$ cat config.mk
export PLATFORM = sky130hd
export DESIGN_NAME = vdc_raster_timing_gen
export DESIGN_NICKNAME = d
export VERILOG_FILES = /design/src/rtl/vdc_raster_timing_gen.sv
export SDC_FILE = /design/constraint.sdc
export NUM_CORES = 1
export LEC_CHECK = 0
export ABC_CLOCK_PERIOD_IN_PS = 6940
export BUFFER_PORTS_ARGS = -buffer_cell sky130_fd_sc_hd__buf_2
export CORE_MARGIN = 3
export CORE_UTILIZATION = 40
export CTS_CLUSTER_SIZE = 25
export DETAILED_ROUTE_END_ITERATION = 8
export HOLD_SLACK_MARGIN = 0.03
export PLACE_DENSITY = 0.68
export SYNTH_ARGS = -nofsm -noshare
export SYNTH_HDL_FRONTEND = slang
export SYNTH_SLANG_ARGS = --single-unit
$ cat constraint.sdc
create_clock -name clock -period 6.94 [get_ports clock]
set_input_delay 0.347 -clock clock [delete_from_list [all_inputs] [get_ports clock]]
set_output_delay 0.347 -clock clock [all_outputs]
set_load 0.01 [all_outputs]
$ cat src/rtl/vdc_raster_timing_gen.sv
// vdc_raster_timing_gen
// Register-programmable H/V raster timing for the HuC6270 VDC. CPU-written
// timing registers are shadowed at safe raster boundaries. The block drives
// sync, display and BG-fetch windows, the char-cycle phase and per-line scroll
// latches. It also raises sticky raster-compare (RCR) and vertical-blank (VBL)
// interrupts.
module vdc_raster_timing_gen #(
  parameter int CHAR_CYCLES = 8,
  parameter int CC_W        = $clog2(CHAR_CYCLES),
  parameter int RASTER_BASE = 64,
  parameter int CNT_W       = 10
) (
  input  logic             clock,
  input  logic             reset_N,
  input  logic             reg_we,
  input  logic [4:0]       reg_addr,
  input  logic [15:0]      reg_wdata,
  input  logic [1:0]       irq_ack,
  output logic             hsync_n,
  output logic             vsync_n,
  output logic             h_disp,
  output logic             v_disp,
  output logic             bg_fetch,
  output logic [CC_W-1:0]  char_cycle,
  output logic             eol,
  output logic [CNT_W-1:0] raster_line,
  output logic [CNT_W-1:0] x_start,
  output logic [CNT_W-1:0] y_start,
  output logic [1:0]       irq_flags,
  output logic             irq_n
);

  typedef enum logic [1:0] {
    PH_SYNC = 2'd0,
    PH_WAIT = 2'd1,
    PH_DISP = 2'd2,
    PH_END  = 2'd3
  } phase_e;

  localparam logic [15:0] HSR_RST = 16'h0202;
  localparam logic [15:0] HDR_RST = 16'h031F;
  localparam logic [15:0] VSR_RST = 16'h0F02;
  localparam logic [15:0] VDR_RST = 16'h00EF;
  localparam logic [15:0] VCR_RST = 16'h0003;

  localparam logic [CC_W-1:0] CC_LAST  = CC_W'(CHAR_CYCLES - 1);
  localparam logic [CC_W-1:0] CC_LATCH = CC_W'(CHAR_CYCLES - 2);

  // Live CPU-visible register fields
  logic             r_rcr_en;
  logic             r_vbl_en;
  logic [CNT_W-1:0] r_rcr;
  logic [CNT_W-1:0] r_bxr;
  logic [CNT_W-1:0] r_byr;
  logic [4:0]       r_hsw;
  logic [6:0]       r_hds;
  logic [6:0]       r_hdw;
  logic [6:0]       r_hde;
  logic [4:0]       r_vsw;
  logic [7:0]       r_vds;
  logic [8:0]       r_vdw;
  logic [7:0]       r_vde;

  // Shadow copies used by the counters
  logic [6:0]       r_sh_hds;
  logic [6:0]       r_sh_hdw;
  logic [6:0]       r_sh_hde;
  logic [7:0]       r_sh_vds;
  logic [8:0]       r_sh_vdw;
  logic [7:0]       r_sh_vde;

  // Timing state
  logic [CC_W-1:0]  r_cc;
  phase_e           r_h_state;
  logic [CNT_W-1:0] r_h_cnt;
  phase_e           r_v_state;
  logic [CNT_W-1:0] r_v_cnt;
  logic [CNT_W-1:0] r_raster;
  logic [CNT_W-1:0] r_x_start;
  logic [CNT_W-1:0] r_y_start;
  logic             r_eol_d;
  logic [1:0]       r_irq_flags;
  logic             r_irq_n;

  // Decoded timing events
  logic             w_cc_last;
  logic             w_eol;
  logic             w_v_last;
  logic             w_enter_vdisp;
  logic             w_enter_vend;
  logic             w_enter_vsync;
  logic [7:0]       w_vde_eff;
  logic [1:0]       w_irq_set;

  assign w_cc_last     = (r_cc == CC_LAST);
  assign w_eol         = (r_h_state == PH_END) && (r_h_cnt == '0) && w_cc_last;
  assign w_v_last      = (r_v_cnt == '0);
  assign w_enter_vdisp = w_eol && (r_v_state == PH_WAIT) && w_v_last;
  assign w_enter_vend  = w_eol && (r_v_state == PH_DISP) && w_v_last;
  assign w_enter_vsync = w_eol && (r_v_state == PH_END)  && w_v_last;
  assign w_vde_eff     = (r_sh_vde == '0) ? 8'd1 : r_sh_vde;
  assign w_irq_set     = {w_enter_vend && r_vbl_en,
                          r_eol_d && r_rcr_en && (r_raster == r_rcr)};

  // Register file: a write strobe updates the live field on the next clock
  always_ff @(posedge clock or negedge reset_N) begin
    if (!reset_N) begin
      r_rcr_en <= 1'b0;
      r_vbl_en <= 1'b0;
      r_rcr    <= '0;
      r_bxr    <= '0;
      r_byr    <= '0;
      r_hsw    <= HSR_RST[4:0];
      r_hds    <= HSR_RST[14:8];
      r_hdw    <= HDR_RST[6:0];
      r_hde    <= HDR_RST[14:8];
      r_vsw    <= VSR_RST[4:0];
      r_vds    <= VSR_RST[15:8];
      r_vdw    <= VDR_RST[8:0];
      r_vde    <= VCR_RST[7:0];
    end else if (reg_we) begin
      case (reg_addr)
        5'h05: begin
          r_rcr_en <= reg_wdata[2];
          r_vbl_en <= reg_wdata[3];
        end
        5'h06: r_rcr <= reg_wdata[CNT_W-1:0];
        5'h07: r_bxr <= reg_wdata[CNT_W-1:0];
        5'h08: r_byr <= reg_wdata[CNT_W-1:0];
        5'h0A: begin
          r_hsw <= reg_wdata[4:0];
          r_hds <= reg_wdata[14:8];
        end
        5'h0B: begin
          r_hdw <= reg_wdata[6:0];
          r_hde <= reg_wdata[14:8];
        end
        5'h0C: begin
          r_vsw <= reg_wdata[4:0];
          r_vds <= reg_wdata[15:8];
        end
        5'h0D: r_vdw <= reg_wdata[8:0];
        5'h0E: r_vde <= reg_wdata[7:0];
        default: ;
      endcase
    end
  end

  // H shadow: captured at end of line, i.e. on entry to H_SYNC
  always_ff @(posedge clock or negedge reset_N) begin
    if (!reset_N) begin
      r_sh_hds <= HSR_RST[14:8];
      r_sh_hdw <= HDR_RST[6:0];
      r_sh_hde <= HDR_RST[14:8];
    end else if (w_eol) begin
      r_sh_hds <= r_hds;
      r_sh_hdw <= r_hdw;
      r_sh_hde <= r_hde;
    end
  end

  // V shadow: captured on entry to V_SYNC
  always_ff @(posedge clock or negedge reset_N) begin
    if (!reset_N) begin
      r_sh_vds <= VSR_RST[15:8];
      r_sh_vdw <= VDR_RST[8:0];
      r_sh_vde <= VCR_RST[7:0];
    end else if (w_enter_vsync) begin
      r_sh_vds <= r_vds;
      r_sh_vdw <= r_vdw;
      r_sh_vde <= r_vde;
    end
  end

  // Character-cell phase, free running
  always_ff @(posedge clock or negedge reset_N) begin
    if (!reset_N) r_cc <= '0;
    else          r_cc <= r_cc + CC_W'(1);
  end

  // H phase FSM: each phase lasts field+1 cells, advancing on the last clock of a cell.
  // Sync width is only consumed on the edge that also snapshots it, so the SYNC
  // count takes the value being shadowed on that same edge rather than a stored copy.
  always_ff @(posedge clock or negedge reset_N) begin
    if (!reset_N) begin
      r_h_state <= PH_SYNC;
      r_h_cnt   <= CNT_W'(HSR_RST[4:0]);
    end else if (w_cc_last) begin
      if (r_h_cnt == '0) begin
        case (r_h_state)
          PH_SYNC: begin
            r_h_state <= PH_WAIT;
            r_h_cnt   <= CNT_W'(r_sh_hds);
          end
          PH_WAIT: begin
            r_h_state <= PH_DISP;
            r_h_cnt   <= CNT_W'(r_sh_hdw);
          end
          PH_DISP: begin
            r_h_state <= PH_END;
            r_h_cnt   <= CNT_W'(r_sh_hde);
          end
          PH_END: begin
            r_h_state <= PH_SYNC;
            r_h_cnt   <= CNT_W'(r_hsw);
          end
        endcase
      end else begin
        r_h_cnt <= r_h_cnt - CNT_W'(1);
      end
    end
  end

  // V phase FSM: line-granular, stepped by eol; VSW is taken the same way as HSW
  always_ff @(posedge clock or negedge reset_N) begin
    if (!reset_N) begin
      r_v_state <= PH_WAIT;
      r_v_cnt   <= CNT_W'(VSR_RST[15:8]) + CNT_W'(1);
    end else if (w_eol) begin
      if (w_v_last) begin
        case (r_v_state)
          PH_SYNC: begin
            r_v_state <= PH_WAIT;
            r_v_cnt   <= CNT_W'(r_sh_vds) + CNT_W'(1);
          end
          PH_WAIT: begin
            r_v_state <= PH_DISP;
            r_v_cnt   <= CNT_W'(r_sh_vdw);
          end
          PH_DISP: begin
            r_v_state <= PH_END;
            r_v_cnt   <= CNT_W'(w_vde_eff - 8'd1);
          end
          PH_END: begin
            r_v_state <= PH_SYNC;
            r_v_cnt   <= CNT_W'(r_vsw);
          end
        endcase
      end else begin
        r_v_cnt <= r_v_cnt - CNT_W'(1);
      end
    end
  end

  // Raster counter: restarts at RASTER_BASE on the first displayed line
  always_ff @(posedge clock or negedge reset_N) begin
    if (!reset_N)           r_raster <= '0;
    else if (w_enter_vdisp) r_raster <= CNT_W'(RASTER_BASE);
    else if (w_eol)         r_raster <= r_raster + CNT_W'(1);
  end

  // Per-line scroll latches, sampled during H_SYNC one clock before a cell ends
  always_ff @(posedge clock or negedge reset_N) begin
    if (!reset_N) begin
      r_x_start <= '0;
      r_y_start <= '0;
    end else if ((r_h_state == PH_SYNC) && (r_cc == CC_LATCH)) begin
      r_x_start <= r_bxr;
      r_y_start <= r_byr;
    end
  end

  // Interrupts: sticky flags, set wins over a same-cycle ack; irq_n lags one clock
  always_ff @(posedge clock or negedge reset_N) begin
    if (!reset_N) begin
      r_eol_d     <= 1'b0;
      r_irq_flags <= '0;
      r_irq_n     <= 1'b1;
    end else begin
      r_eol_d     <= w_eol;
      r_irq_flags <= (r_irq_flags & ~irq_ack) | w_irq_set;
      r_irq_n     <= ~|r_irq_flags;
    end
  end

  assign hsync_n     = (r_h_state != PH_SYNC);
  assign vsync_n     = (r_v_state != PH_SYNC);
  assign h_disp      = (r_h_state == PH_DISP);
  assign v_disp      = (r_v_state == PH_DISP);
  assign bg_fetch    = v_disp && (h_disp || ((r_h_state == PH_WAIT) && (r_h_cnt < CNT_W'(2))));
  assign char_cycle  = r_cc;
  assign eol         = w_eol;
  assign raster_line = r_raster;
  assign x_start     = r_x_start;
  assign y_start     = r_y_start;
  assign irq_flags   = r_irq_flags;
  assign irq_n       = r_irq_n;

endmodule

**Yosys cells after proc, flatten, opt, wreduce, memory -nomap -nowiden**

Index checks and enable logic that the tools add are counted.

- Input port bits: 26
- Logic and storage cells: 103
- Flip-flop bits (word level): 195
- Output and inout port bits: 42

- Bitwise logic cells: 3
- $add $sub $neg: 6
- Equality and inequality tests: 18
- Order comparisons: 1
- Muxes and demuxes: 9
- Reductions and logical operators: 36

Operators by type and width:

| operator | number |
|---|---|
| case mux 10 bit (4 select lines) | 2 |
| two-way mux 10 bit | 4 |
| == test 5 x 4 -> 1 bit, second input constant | 6 |
| AND reduction 2 bit | 11 |
| zero test 10 bit | 2 |
| subtractor 10 x 1 -> 10 bit, second input constant | 2 |
| case mux 2 bit (4 select lines) | 2 |
| == test 5 x 3 -> 1 bit, second input constant | 3 |
| logical AND 1 bit | 14 |
| adder 10 x 1 -> 10 bit, second input constant | 1 |
| == test 10 bit | 1 |
| < comparator 10 x 2 -> 1 bit, second input constant | 1 |
| adder 8 x 1 -> 9 bit, second input constant | 1 |
| subtractor 8 x 1 -> 9 bit, second input constant | 1 |
| == test 2 bit, second input constant | 4 |
| zero test 8 bit | 1 |
| two-way mux 8 bit | 1 |
| == test 3 bit, second input constant | 2 |
| nonzero test 2 bit | 3 |
| == test 2 x 1 -> 1 bit, second input constant | 2 |
| zero test 2 bit | 2 |
| adder 3 x 1 -> 3 bit, second input constant | 1 |
| bitwise AND 2 bit | 1 |
| NOT 2 bit | 1 |
| 4 further kinds | 4 |

**Depth between registers and ports, before layout**

- Word-level depth: 7
- Mapped depth: 9
- Mapped depth without buffers: 8

**Worst setup path before layout**

No wires, ideal clock.

- Kind: reg-to-reg
- From: register r_sh_vde[4]
- To: register r_v_cnt[6]
- Cell stages (with the launch flop): 10
- Period minus slack after synthesis: 2.350 ns
- Data arrival time: 2.226 ns
- Data required time: 6.816 ns
- Setup slack: 4.590 ns
- Setup time: 0.124 ns
- Buffers on the path: 1
- Cells stage by stage: dfrtp_1 > clkbuf_1 > nor4_1 > a21oi_1 > ha_1 > nor3b_1 > and3b_1 > o21ai_0 > a22oi_1 > o31a_1

- Longest elaborated chain between the ends: 5

Ends and longest elaborated chain:

| element | RTL line | source |
|---|---|---|
| from (decl) | 70 | `logic [7:0] r_sh_vde;` |
| from (signal assigned) | 167 | `r_sh_vde <= VCR_RST[7:0];` |
| from (signal assigned) | 171 | `r_sh_vde <= r_vde;` |
| zero test 8 bit | 101 | `assign w_vde_eff = (r_sh_vde == '0) ? 8'd1 : r_sh_vde;` |
| two-way mux 8 bit (*) | 101 |  |
| subtractor 8 x 1 -> 9 bit (*) | 232 | `r_v_cnt <= CNT_W'(w_vde_eff - 8'd1);` |
| case mux 10 bit (4 select lines) (*) | 221 | `case (r_v_state)` |
| two-way mux 10 bit (*) | 220 | `if (w_v_last) begin` |
| to (signal assigned) | 224 | `r_v_cnt <= CNT_W'(r_sh_vds) + CNT_W'(1);` |
| to (signal assigned) | 232 |  |
| to (signal assigned) | 236 | `r_v_cnt <= CNT_W'(r_vsw);` |
| to (decl) | 77 | `logic [CNT_W-1:0] r_v_cnt;` |

Every way passes the cells marked *; elsewhere a longest branch is shown, timed or not.
A chain may end at the register's enable or synchronous reset.

**Worst setup path after layout**

- From: register r_cc[0], in the netlist char_cycle[0]
- To: output port eol

- Longest elaborated chain between the ends: 2

Ends and longest elaborated chain:

| element | RTL line | source |
|---|---|---|
| from (decl) | 73 | `logic [CC_W-1:0] r_cc;` |
| from (signal assigned) | 178 | `else r_cc <= r_cc + CC_W'(1);` |
| == test 3 bit | 95 | `assign w_cc_last = (r_cc == CC_LAST);` |
| logical AND 1 bit | 96 | `assign w_eol = (r_h_state == PH_END) && (r_h_cnt == '0) && w_cc_last;` |
| to (decl) | 25 | `output logic eol,` |

No other way between the ends.

==> run_results.csv <==
group,metric,value,unit
setup_path,rr_worst_depth,8,
timing,rsz0062_at_grt,"false",
cts,cts_num_sinks,195,
cts,cts_max_level,4,
synthesis,synthFlopType,"dfrtp_1",
synthesis,synthArstFlopShare,100,%
routing,antenna_left,0,
timing,maxSlewHeadroom,18.5,%
placed_design,hpwl,12500,um
placed_design,gp_congestion,0.861,
placed_design,portBuffers,67,
floorplanning,boundaryPins,68,
synthesis,synth_edf_count,0,
layout,final_cell_mix,"147 x dfrtp_1, 115 x mux2_2, 91 x nand2_1",
setup_path,critPathLaunchType,"flip-flop",
setup_path,arrival,2990,ps
synthesis,synthCells,726,
floorplanning,row_count,53,
synthesis,synth_fp_nets,770,
routing,routedWlPerCell,17.5,um
routing,route.detailed.drc,0,
layout,drive_gt1_share,35.9,%
layout,antenna_cells,0,
layout,mostFrequentLayoutCell,"dfrtp_1",
setup_path,cp-end-kind,"output pin",
timing,fmax,299,MHz
setup_path,crit_required,6590,ps
cts,numCtsBuffers,17,
grt,grt_start_max_net_pins,118,
setup_path,crit_fanout,40,
cts,postCtsSetupBuffers,0,
timing,final_max_slew_viol_count,0,
routing,drtIter0Drc,445,
timing,setup_tns,0,ps
power_and_ir_drop,power_density,281,nW/um2
grt,grt_util_all_layers,16.3,%
cts,cts.clk_slew.worst_paths,70,ps
timing,hold_slack,17.1,ps
floorplanning,die_y,155,um
run,maxCapViolCount,0,
power_and_ir_drop,ir_drop,0.194,mV
timing,fin_crit_sh,48.1,%
timing,worst_slew_pin_slew,1220,ps
cts,cts_root_buf,"clkbuf_16",
grt,grt_pass1_wl,31200,um
layout,nFillCells,1938,
grt,gr-total-overflow,0,
layout,nets,833,
timing,skew,14.6,ps
synthesis,netlist-cell-type-count,59,
timing,hold_violations,0,
cts,hold_buffers,0,
cts,clockBufferDepth,2,
synthesis,syn_area,8870,um2
power_and_ir_drop,leakage,4.67,nW
timing,final.min_clock_period,3340,ps
floorplanning,dieWidth,155,um
floorplanning,core_area,21400,um2
power_and_ir_drop,total_power,0.00282,W
synthesis,ys_warn_count,0,
grt,grt_pass1_vias,5666,
floorplanning,die-area,24000,um2
run_status,status,"complete, no violations",
synthesis,yosysSeqAreaShare,55.7,%
floorplanning,initial_core_util,41.4,%
setup_path,worstSetupPathType,"flip-flop to output pin",
synthesis,ys_ff_latch,195,
hold_path,holdCritPathClass,"input pin to async pin",
synthesis,synth.avg_cell_area,12.2,um2
routing,dr_total_vias,5772,
routing,postRouteWirelength,18800,um
routing,vias_per_cell,5.36,
grt,antenna_found_initial,0,
cts,clock_latency,440,ps
layout,area_delta_synth_final,13.2,%
routing,dr.pass1.iters,7,
layout,regArea,4940,um2
cts,post_cts_resized,0,
cts,cts_tree,"done",
timing,setup_violations,0,
layout,multi_input_area,3690,um2
## final timing paths
kind,from,to,slack [ps]
worst min-delay path,reset_N,y_start[1]$_DFFE_PN0P_,20
worst max register to register,char_cycle[0]$_DFF_PN0_,raster_line[5]$_DFFE_PN0P_,3860
min in group clock,irq_ack[0],irq_flags[0]$_DFF_PN0_,80
worst min register to register,irq_flags[1]$_DFF_PN0_,irq_n$_DFF_PN1_,410
worst max-delay path,char_cycle[0]$_DFF_PN0_,eol,3600
max in group asynchronous,reset_N,r_h_cnt[6]$_DFFE_PN0N_,5400
## cell usage after synthesis (5+ instances only)
cell type	instances	area share, %
xnor2_1	13	1.3
nand4_1	10	0.71
o21ai_0	41	2.3
mux2_2	115	15
dfstp_2	48	14
ha_1	18	2.5
nand2_1	91	3.9
xor2_1	6	0.59
a21oi_1	17	0.96
and3_1	6	0.42
o31ai_1	7	0.59
clkbuf_1	21	0.89
nor4_1	11	0.78
a221oi_1	5	0.49
dfrtp_1	147	41
nor3_1	7	0.40
nor2_1	18	0.76
inv_1	25	1.1
a222oi_1	5	0.56
mux2_4	20	3.4
nand3_1	25	1.4
## stage by stage
step	util [%]	setup WS, ps	cells	instance area (um2)
2_1_floorplan	-	4590	726	8870
3_3_place_gp	44.1	3970	1045	9440
3_5_place_dp	44.1	3830	1045	9440
4_1_cts	46.8	3530	1077	10000
5_1_grt	46.8	3310	1077	10000
6_report	46.8	3600	1077	10000
## logic make-up (layout without fill, tap and decap cells)
kind of cell | Yosys count | in the layout | synth area share, %
compound gates | 105 | 105 | 7.65
xor+xnor | 19 | 19 | 1.88
fa+ha+maj | 18 | 18 | 2.54
buf+inv | 52 | 128 | 2.67
flops | 195 | 195 | 55.7
mux | 139 | 139 | 18.4
simple gates | 198 | 198 | 11.1
## where the power goes
group	internal (W)	total (W)	leakage, nW	switching [W]
Clock	0.000545	0.000995	0.289	0.000449
Sequential	0.00134	0.00145	2.41	0.000114
Combinational	0.000188	0.000369	1.96	0.000181
Total	0.00207	0.00282	4.67	0.000744
## routing by layer
| metal | wire length (um) | GRT usage (%) |
|---|---|---|
| met3 | 661 | 3.31 |
| met5 | 0 | 0 |
| met2 | 8600 | 24.9 |
| met4 | 249 | 4.84 |
| met1 | 9290 | 23.7 |
## worst max-delay path, cell delays in order, from the launching register on
cell	delay, ps
dfrtp_1	380
ha_1	160
ha_1	550
and2_1	220
nand4_1	380
inv_1	220
buf_4	420
buf_2	220
## cell type report
cell class                      count  area share, %
Inverter                           26          0.973
Multi-Input combinational cell    479           36.8
Clock inverter                     13           1.62
Tap cell                          275           3.43
Timing Repair Buffer               70           3.65
Clock buffer                       19           4.31
Sequential cell                   195           49.2
## sequential cells by signal (all words and copies together), names as in the netlist, 9 cells and up
signal and count:
r_bxr 10, r_byr 10, r_h_cnt 10, r_rcr 10, r_v_cnt 10, raster_line 10, x_start 10, y_start 10
r_sh_vdw 9, r_vdw 9
(Power assumes the default switching activity.)
